**config.mk**
```make
export PLATFORM = sky130hd
export DESIGN_NAME = datapath_core
export DESIGN_NICKNAME = d
export VERILOG_FILES = /design/src/rtl/datapath_core_pkg.sv /design/src/rtl/alu.sv /design/src/rtl/data_ram.sv /design/src/rtl/imem.sv /design/src/rtl/mux2.sv /design/src/rtl/pc_reg.sv /design/src/rtl/regfile.sv /design/src/rtl/datapath_core.sv
export SDC_FILE = /design/constraint.sdc
export NUM_CORES = 1
export LEC_CHECK = 0
export BUFFER_PORTS_ARGS = -buffer_cell sky130_fd_sc_hd__buf_2
export CAP_MARGIN = 10
export CELL_PAD_IN_SITES_DETAIL_PLACEMENT = 0
export CELL_PAD_IN_SITES_GLOBAL_PLACEMENT = 1
export CORE_ASPECT_RATIO = 0.6
export CORE_MARGIN = 2
export CORE_UTILIZATION = 44
export DETAILED_ROUTE_END_ITERATION = 16
export PLACE_DENSITY = 0.94
export REMOVE_ABC_BUFFERS = 1
export SETUP_SLACK_MARGIN = 0.1
export SLEW_MARGIN = 30
export SYNTH_ARGS = -nofsm -noshare
export SYNTH_HDL_FRONTEND = slang
export SYNTH_SLANG_ARGS = --single-unit
```
**constraint.sdc**
```tcl
create_clock -name clk -period 4 [get_ports clk]
set_clock_uncertainty 0.2 [all_clocks]
set_input_delay 0.4 -clock clk [delete_from_list [all_inputs] [get_ports clk]]
set_output_delay 0.4 -clock clk [all_outputs]
set_load 0.01 [all_outputs]
```
**src/rtl/datapath_core_pkg.sv**
```systemverilog
// Shared constants, ALU op codes and instruction-field decode for datapath_core.
package datapath_core_pkg;
   localparam int XLEN = 64;

   typedef enum logic [1:0] {
      ALU_SUB = 2'b00,
      ALU_ADD = 2'b01,
      ALU_AND = 2'b10,
      ALU_OR  = 2'b11
   } alu_op_e;

   localparam int RD_LSB       = 7;
   localparam int RS1_LSB      = 15;
   localparam int RS2_LSB      = 20;
   localparam int IMM_I_LSB    = 20;
   localparam int IMM_S_HI_LSB = 25;

   typedef struct packed {
      logic [4:0]  rd;
      logic [4:0]  rs1;
      logic [4:0]  rs2;
      logic [11:0] imm_i;
      logic [11:0] imm_s;
   } instr_fields_t;

   // Immediates stay raw 12-bit here; the consumer sign-extends to its own width.
   function automatic instr_fields_t decode(input logic [31:0] instr);
      instr_fields_t f;
      f.rd    = instr[RD_LSB +: 5];
      f.rs1   = instr[RS1_LSB +: 5];
      f.rs2   = instr[RS2_LSB +: 5];
      f.imm_i = instr[IMM_I_LSB +: 12];
      f.imm_s = {instr[IMM_S_HI_LSB +: 7], instr[RD_LSB +: 5]};
      return f;
   endfunction
endpackage

```
**src/rtl/alu.sv**
```systemverilog
// Combinational 64-bit ALU: add, sub, and, or; overflow ignored.
module alu
   import datapath_core_pkg::ALU_SUB;
   import datapath_core_pkg::ALU_ADD;
   import datapath_core_pkg::ALU_AND;
#(
   parameter int XLEN = 64
) (
   input  logic [XLEN-1:0] a_i,
   input  logic [XLEN-1:0] b_i,
   input  logic [1:0]      op_i,
   output logic [XLEN-1:0] y_o
);
   always_comb begin
      y_o = a_i | b_i;
      case (op_i)
         ALU_ADD: y_o = a_i + b_i;
         ALU_SUB: y_o = a_i - b_i;
         ALU_AND: y_o = a_i & b_i;
         default: y_o = a_i | b_i;
      endcase
   end
endmodule

```
**src/rtl/data_ram.sv**
```systemverilog
// Data RAM: async read, sync write, reset seeds word i with value i.
module data_ram #(
   parameter int  XLEN  = 64,
   parameter int  WORDS = 32,
   localparam int AW    = $clog2(WORDS)
) (
   input  logic            clk_i,
   input  logic            rst_ni,
   input  logic [AW-1:0]   addr_i,
   output logic [XLEN-1:0] rdata_o,
   input  logic            we_i,
   input  logic [XLEN-1:0] wdata_i
);
   logic [XLEN-1:0] mem_q [WORDS];

   assign rdata_o = mem_q[addr_i];

   always_ff @(posedge clk_i or negedge rst_ni) begin
      if (!rst_ni) begin
         for (int i = 0; i < WORDS; i++) mem_q[i] <= XLEN'(i);
      end else if (we_i) begin
         mem_q[addr_i] <= wdata_i;
      end
   end
endmodule

```
**src/rtl/imem.sv**
```systemverilog
// Instruction ROM; the image is an elaboration-time constant, read combinationally.
module imem #(
   parameter int                         WORDS = 32,
   parameter logic [WORDS-1:0][31:0]     DATA  = '0,
   localparam int                        AW    = $clog2(WORDS)
) (
   input  logic [AW-1:0] addr_i,
   output logic [31:0]   instr_o
);
   assign instr_o = DATA[addr_i];
endmodule

```
**src/rtl/mux2.sv**
```systemverilog
// Generic two-input mux.
module mux2 #(
   parameter int W = 64
) (
   input  logic         sel_i,
   input  logic [W-1:0] d0_i,
   input  logic [W-1:0] d1_i,
   output logic [W-1:0] y_o
);
   assign y_o = sel_i ? d1_i : d0_i;
endmodule

```
**src/rtl/pc_reg.sv**
```systemverilog
// Program counter: advances one 32-bit instruction per clock, wraps naturally.
module pc_reg #(
   parameter int XLEN = 64
) (
   input  logic            clk_i,
   input  logic            rst_ni,
   output logic [XLEN-1:0] pc_o
);
   logic [XLEN-1:0] pc_q, pc_d;

   assign pc_d = pc_q + XLEN'(4);
   assign pc_o = pc_q;

   always_ff @(posedge clk_i or negedge rst_ni) begin
      if (!rst_ni) pc_q <= '0;
      else         pc_q <= pc_d;
   end
endmodule

```
**src/rtl/regfile.sv**
```systemverilog
// Register file: two async read ports, one sync write port, x0 reads as zero.
module regfile #(
   parameter int  XLEN = 64,
   parameter int  NREG = 32,
   localparam int AW   = $clog2(NREG)
) (
   input  logic            clk_i,
   input  logic            rst_ni,
   input  logic [AW-1:0]   ra1_i,
   input  logic [AW-1:0]   ra2_i,
   output logic [XLEN-1:0] rd1_o,
   output logic [XLEN-1:0] rd2_o,
   input  logic            we_i,
   input  logic [AW-1:0]   wa_i,
   input  logic [XLEN-1:0] wd_i
);
   logic [XLEN-1:0] regs_q [NREG];

   assign rd1_o = regs_q[ra1_i];
   assign rd2_o = regs_q[ra2_i];

   // Reset seeds reg[i]=i, which also leaves x0 at its hardwired zero.
   always_ff @(posedge clk_i or negedge rst_ni) begin
      if (!rst_ni) begin
         for (int i = 0; i < NREG; i++) regs_q[i] <= XLEN'(i);
      end else if (we_i && (wa_i != '0)) begin
         regs_q[wa_i] <= wd_i;
      end
   end
endmodule

```
**src/rtl/datapath_core.sv**
```systemverilog
// Single-cycle load/store/ALU datapath; an external control unit drives the enables.
module datapath_core
   import datapath_core_pkg::instr_fields_t;
   import datapath_core_pkg::decode;
#(
   parameter int                          XLEN       = datapath_core_pkg::XLEN,
   parameter int                          NREG       = 32,
   parameter int                          RAM_WORDS  = 32,
   parameter int                          IMEM_WORDS = 32,
   parameter logic [IMEM_WORDS-1:0][31:0] IMEM_DATA  = '0
) (
   input  logic            clk,
   input  logic            reset,
   input  logic            load_en,
   input  logic            store_en,
   input  logic [1:0]      op_ula,
   input  logic            operation_type,
   input  logic            ula_entry,
   output logic [XLEN-1:0] program_counter
);
   localparam int IMEM_AW = $clog2(IMEM_WORDS);
   localparam int RAM_AW  = $clog2(RAM_WORDS);

   logic [31:0]     instr;
   instr_fields_t   f;
   logic [XLEN-1:0] rs1_val, rs2_val, imm_i_x, imm_s_x;
   logic [XLEN-1:0] hi_b, alu_b, alu_y, ram_rdata, wb_val;

   pc_reg #(.XLEN(XLEN)) u_pc (
      .clk_i (clk),
      .rst_ni(reset),
      .pc_o  (program_counter)
   );

   imem #(.WORDS(IMEM_WORDS), .DATA(IMEM_DATA)) u_imem (
      .addr_i (program_counter[IMEM_AW+1:2]),
      .instr_o(instr)
   );

   assign f       = decode(instr);
   assign imm_i_x = {{(XLEN-12){f.imm_i[11]}}, f.imm_i};
   assign imm_s_x = {{(XLEN-12){f.imm_s[11]}}, f.imm_s};

   regfile #(.XLEN(XLEN), .NREG(NREG)) u_rf (
      .clk_i (clk),
      .rst_ni(reset),
      .ra1_i (f.rs1),
      .ra2_i (f.rs2),
      .rd1_o (rs1_val),
      .rd2_o (rs2_val),
      .we_i  (load_en),
      .wa_i  (f.rd),
      .wd_i  (wb_val)
   );

   // ula_entry=1 picks rs2 for arithmetic but the store offset for memory ops.
   mux2 #(.W(XLEN)) u_mux_hi (
      .sel_i(operation_type),
      .d0_i (imm_s_x),
      .d1_i (rs2_val),
      .y_o  (hi_b)
   );

   mux2 #(.W(XLEN)) u_mux_b (
      .sel_i(ula_entry),
      .d0_i (imm_i_x),
      .d1_i (hi_b),
      .y_o  (alu_b)
   );

   alu #(.XLEN(XLEN)) u_alu (
      .a_i (rs1_val),
      .b_i (alu_b),
      .op_i(op_ula),
      .y_o (alu_y)
   );

   data_ram #(.XLEN(XLEN), .WORDS(RAM_WORDS)) u_ram (
      .clk_i  (clk),
      .rst_ni (reset),
      .addr_i (alu_y[RAM_AW-1:0]),
      .rdata_o(ram_rdata),
      .we_i   (store_en),
      .wdata_i(rs2_val)
   );

   mux2 #(.W(XLEN)) u_mux_wb (
      .sel_i(operation_type),
      .d0_i (ram_rdata),
      .d1_i (alu_y),
      .y_o  (wb_val)
   );
endmodule

```
==> results of run 1 <==
==> worst max-delay path, stage by stage (launching register included) <==
cell and delay (ns):
dfrtp_1 0.42, ha_1 0.20, and3_1 0.29, nand4_1 0.29
nor2_1 0.61, nand4_1 0.20, xnor2_1 0.16
==> power groups by stage <==
stage / registers [mW] / clock network, mW / logic [mW]
6_report: 0.627 / 0.611 / 0.0146
5_1_grt: 0.626 / 0.648 / 0.0173
4_1_cts: 0.627 / 0.628 / 0.0157
3_5_place_dp: 0.639 / 0 / 0.0151
3_3_place_gp: 0.639 / 0 / 0.0146
2_1_floorplan: 0.639 / 0 / 0.000810
==> stage by stage <==
step	instances	utilization (%)	power, mW	worst slack, ns	hold WS, ns
5_1_grt	413	55.9	1.29	1.33	0.289
2_1_floorplan	249	-	0.640	1.98	-0.0956
3_3_place_gp	397	52.2	0.653	1.59	0.256
4_1_cts	413	55.9	1.27	1.53	0.275
6_report	413	55.9	1.25	1.51	0.277
3_5_place_dp	397	52.2	0.654	1.54	0.266
==> routing by layer <==
layer	vias up	share of wire, %	GRT usage, %
li1	1021	-	-
met1	996	52	27.2
met2	60	41	25.8
met3	8	6.3	5.02
met4	0	1.1	6.89
met5	-	0	0
==> worst paths after layout <==
check,cells past startpoint,to,from
setup / recovery,6,u_pc.pc_o[56],u_pc.pc_o[2]
hold / removal,1,u_pc.pc_o[63],u_pc.pc_o[63]
setup reg to reg,6,u_pc.pc_o[56],u_pc.pc_o[2]
hold reg to reg,1,u_pc.pc_o[63],u_pc.pc_o[63]
max in group asynchronous,3,u_pc.pc_o[48],reset
min in group asynchronous,2,u_pc.pc_o[18],reset
==> Yosys cell counts <==
library cell	number
and2_1	3
and3_1	12
and3_2	1
and4_1	4
and4_2	1
buf_2	4
buf_4	2
clkbuf_1	1
clkbuf_2	1
conb_1	1
dfrtp_1	62
ha_1	1
inv_1	5
nand2_1	21
nand3_1	27
nand4_1	17
nand4_2	2
nand4_4	1
nor2_1	14
nor2_2	1
nor3_1	6
nor3_2	1
nor4_1	2
nor4_2	1
nor4_4	1
or3_1	2
or4_1	1
or4_4	1
xnor2_1	45
xor2_1	15
==> cell families (layout without fill, tap and decap cells) <==
family | count (synthesis) | count (layout) | share of synthesized area [%]
xor gates and xnor gates | 60 | 60 | 18.5
adders and majority gates | 1 | 1 | 0.440
and+or+nand+nor | 119 | 119 | 24.2
buffers and inverters | 13 | 85 | 2.20
DFF | 62 | 62 | 54.5
other | 1 | 2 | 0.132
==> layout make-up <==
class / instances / share of cell area (%)
Tap cell: 84 / 3.03
Timing Repair Buffer: 65 / 9.61
Clock inverter: 4 / 2.02
Clock buffer: 11 / 4.37
Inverter: 5 / 0.542
Sequential cell: 62 / 44.8
Multi-Input combinational cell: 182 / 35.6
==> what timing repair did <==
action	4_1_cts	5_1_grt
gates resized for setup	0	0
setup buffers	0	0
hold buffers	1	0
endpoints found under the hold margin	32	0
==> run_results.csv, run 1 <==
group,metric,value,unit
routing,finalWirelength,6.00,mm
power,power_frac_comb,1.2,%
clock_network,cts-root-buf,"clkbuf_8",
global_routing,grt.total_usage,18.5,%
sta,setup_violations,0,
finish,area_delta_synth_final,21.8,%
sta,fin_crit_sh,62.2,%
yosys,synth.top_cell.area_share,54.5,%
setup_path,r2r_slack,1.51,ns
routing,wire_per_inst,14.5,microns
power,power_frac_seq,50.0,%
floorplan,io_pins,72,
routing,postRouteAntennaNets,0,
setup_path,end_kind,"register",
clock_network,cts_buffers,9,
yosys,synth.distinct_cells,30,
global_routing,grt_pass1_wl,9.94,mm
job,drv_cap,0,
min_path,hp-class,"reg -> reg",
yosys,synth_seq_area_share,54.5,%
floorplan,initial_core_util,45.9,%
global_routing,grt_pass1_vias,1965,
place,gp_congestion,0.772,
clock_network,cts_tree,"yes",
finish,layout_common_cells,"buf_2, dfrtp_1, xnor2_1",
clock_network,clockBufferDepth,2,
yosys,ys_seq_elements,62,
finish,fin_nets,334,
yosys,avgSynthCellArea,11.1,sq um
power,vdd_drop_max,0.225,mV
yosys,syn_inst,256,
yosys,synthTopCellsByArea,"dfrtp_1, xnor2_1, nand3_1",
power,swShare,19.5,%
floorplan,die_y,66.3,microns
floorplan,fp.coreArea,6190,sq um
global_routing,antenna_found_initial,0,
yosys,yosysWarnings,0,
clock_network,clock-sinks,62,
setup_path,crit_type,"reg -> reg",
power,leakagePower,1.77,nW
global_routing,overflow,0,
floorplan,dieArea,7150,sq um
sta,slew_viol_final,0,
sta,fmax,402,MHz
setup_path,start_kind,"register",
finish,largest_reg_flops,62,
finish,layout_commonest_cell,"buf_2",
floorplan,die_w,108,microns
clock_network,clkLatencyLatePin,0.33,ns
power,p_clk_share,48.8,%
sta,period_needed,2.49,ns
global_routing,grt_start_max_net_pins,34,
sta,tightestPinTransition,0.750,ns
finish,num-fill-cells,544,
finish,multi_input_area,1230,sq um
setup_path,worstPathRequired,4.02,ns
place,place_hpwl,4.37,mm
finish,drive_gt1_share,27.1,%
floorplan,rows,22,
sta,fin_setup_tns,0,ns
routing,viasPerCell,5.05,
power,p_int,1.01,mW
place,post_dp_cell_area,3230,sq um
routing,vias,2085,
routing,post-route-drc-count,0,
routing,drt-pass1-iter-count,4,
power,p_per_area,362,nW/um^2
yosys,yosysTopAreaCell,"dfrtp_1",
run_status,status,"finished clean",
setup_path,crit_fanout,8,
setup_path,crit_arrival,2.50,ns
routing,drtIter0Drc,58,
finish,final_area,3460,sq um
clock_network,cts_max_level,3,
sta,hold_viol_final,0,
place,port_buffers,63,
clock_network,clk_pin_slew,0.07,ns
sta,rsz0062_at_grt,"no",
sta,slew-limit-headroom,50.0,%
power,switchingPower,0.245,mW
finish,seq_area,1550,sq um
yosys,netlist_area,2850,sq um
finish,diodes,0,
(Power assumes the default switching activity.)
==> run 2, diff against run 1 <==
Settings changed: CORE_UTILIZATION 44 to 37, PLACE_DENSITY 0.94 to 0.86.
Clock period 4 ns to 2.2 ns, I/O delays scaled along.
==> run 2 against run 1 <==
Final cell count rose by 12%. Non-clock buffer count rose by 27. Maximum frequency grew 25%. Routed wire length grew 10%. Critical path type unchanged. Total power rose by 110%. Largest power group is now the clock network.
==> run_results.csv, run 2 (synthesis gave the netlist of run 1 again) <==
group,metric,value,unit
finish,largest_reg_flops,62,
finish,drive_gt1_share,35.9,%
place,gp_congestion,0.798,
routing,wire_per_inst,14.3,microns
setup_path,end_kind,"register",
routing,drt-pass1-iter-count,4,
floorplan,io_pins,72,
routing,viasPerCell,4.82,
run_status,status,"finished clean",
routing,finalWirelength,6.61,mm
sta,fmax,501,MHz
sta,fin_crit_sh,90.7,%
sta,setup_violations,0,
floorplan,initial_core_util,38.7,%
clock_network,clockBufferDepth,2,
setup_path,crit_arrival,2.01,ns
clock_network,cts-root-buf,"clkbuf_16",
setup_path,crit_fanout,4,
power,swShare,19.3,%
finish,num-fill-cells,657,
clock_network,cts_max_level,3,
setup_path,start_kind,"register",
floorplan,fp.coreArea,7360,sq um
global_routing,grt.total_usage,17.1,%
clock_network,clkLatencyLatePin,0.33,ns
finish,fin_nets,361,
sta,rsz0062_at_grt,"yes",
finish,utilization,52.3,%
power,power_frac_comb,1.1,%
finish,diodes,0,
clock_network,clk_pin_slew,0.05,ns
power,p_int,2.16,mW
floorplan,die_y,71.9,microns
setup_path,worstPathRequired,2.22,ns
clock_network,clock-sinks,62,
job,drv_cap,0,
clock_network,cts_buffers,9,
sta,period_needed,2.00,ns
sta,fin_setup_tns,0,ns
global_routing,antenna_found_initial,0,
finish,layout_commonest_cell,"buf_2",
routing,drtIter0Drc,147,
clock_network,cts_tree,"yes",
floorplan,die_w,117,microns
sta,slew_viol_final,0,
global_routing,grt_start_max_net_pins,63,
power,power_frac_seq,42.6,%
global_routing,overflow,0,
global_routing,grt_pass1_wl,10.7,mm
setup_path,r2r-start,"u_pc.pc_o[43]",
power,switchingPower,0.519,mW
floorplan,rows,24,
sta,hold_viol_final,0,
routing,vias,2223,
power,leakagePower,1.97,nW
finish,area_delta_synth_final,35.4,%
setup_path,r2r_end,"u_pc.pc_o[63]",
place,port_buffers,63,
floorplan,dieArea,8430,sq um
routing,post-route-drc-count,0,
finish,layout_common_cells,"buf_2, dfrtp_1, xnor2_1",
setup_path,r2r_slack,0.20,ns
routing,postRouteAntennaNets,0,
global_routing,grt_pass1_vias,2070,
power,vdd_drop_max,0.380,mV
place,place_hpwl,4.71,mm
min_path,hp-class,"in -> async",
power,p_per_area,696,nW/um^2
setup_path,ff2ff_path_depth,7,
power,p_clk_share,56.4,%
setup_path,crit_type,"reg -> reg",
## run 2: changes by cell type in the layout (fill, tap and decap cells not counted), moves of 2 or more
| cell | change |
|---|---|
| and4_1 | -2 |
| and3_1 | -3 |
| and3_2 | +3 |
| clkinvlp_4 | +2 |
| nor3_1 | -2 |
| nor3_2 | +2 |
| clkbuf_16 | +9 |
| and4_2 | +2 |
| clkbuf_8 | -10 |
| nor2_1 | -2 |
| buf_4 | +25 |
## run 2: metal layers
layer	track usage (%)	vias up	wire, microns
met3	5.76	10	324
met5	0	-	0
li1	-	1068	-
met4	7.45	0	108
met1	24.5	1091	3350
met2	23.4	54	2830
## run 2: stage by stage
stage | hold slack (ns) | worst slack [ns] | instances | instance area, sq um | total power, mW
6_report | 0.226 | 0.204 | 461 | 3850 | 2.68
5_1_grt | 0.294 | 0.0620 | 461 | 3850 | 2.79
4_1_cts | 0.241 | 0.106 | 455 | 3760 | 2.73
3_5_place_dp | 0.0585 | 0.119 | 438 | 3430 | 1.19
3_3_place_gp | 0.0607 | 0.155 | 438 | 3430 | 1.19
2_1_floorplan | -0.276 | 0.182 | 249 | 2810 | 1.16
## run 2: final cells by class
class	instances	area, sq um	area share (%)
Tap cell	104	130	3.38
Clock inverter	6	85.1	2.21
Sequential cell	62	1550	40.3
Inverter	5	18.8	0.487
Multi-Input combinational cell	182	1270	33.1
Clock buffer	10	239	6.21
Timing Repair Buffer	92	552	14.3
## run 2: how the worst max path moves through the flow
stage	startpoint	depth (start not counted)	endpoint
after detailed placement	u_pc.pc_o[43]	7	u_pc.pc_o[63]
after floorplan	u_pc.pc_o[2]	6	u_pc.pc_o[56]
after global placement	u_pc.pc_o[15]	5	u_pc.pc_o[63]
after global routing	u_pc.pc_o[2]	7	u_pc.pc_o[62]
final	u_pc.pc_o[43]	7	u_pc.pc_o[63]
after CTS	u_pc.pc_o[15]	5	u_pc.pc_o[63]
## run 2: power groups by stage
stage / clock network, mW / logic, mW / registers, mW
CTS: 1.55 / 0.0317 / 1.14
finish: 1.51 / 0.0289 / 1.14
global placement: 0 / 0.0302 / 1.16
detailed placement: 0 / 0.0300 / 1.16
global route: 1.61 / 0.0353 / 1.14
floorplan: 0 / 0.00147 / 1.16
## run 2: critical path: stages, from the launching register on
cell and delay [ns]:
dfrtp_1 0.36, nand4_1 0.21, buf_4 0.22, nor4_4 0.28
buf_4 0.17, and3_1 0.15, nand4_1 0.13, xnor2_1 0.15
## run 2: repair_timing
item                                   CTS  global route
endpoints found under the hold margin   62             0
resized for setup                        0            14
setup buffers                            0             6
setup endpoints to repair                0            33
hold buffers                             1             0
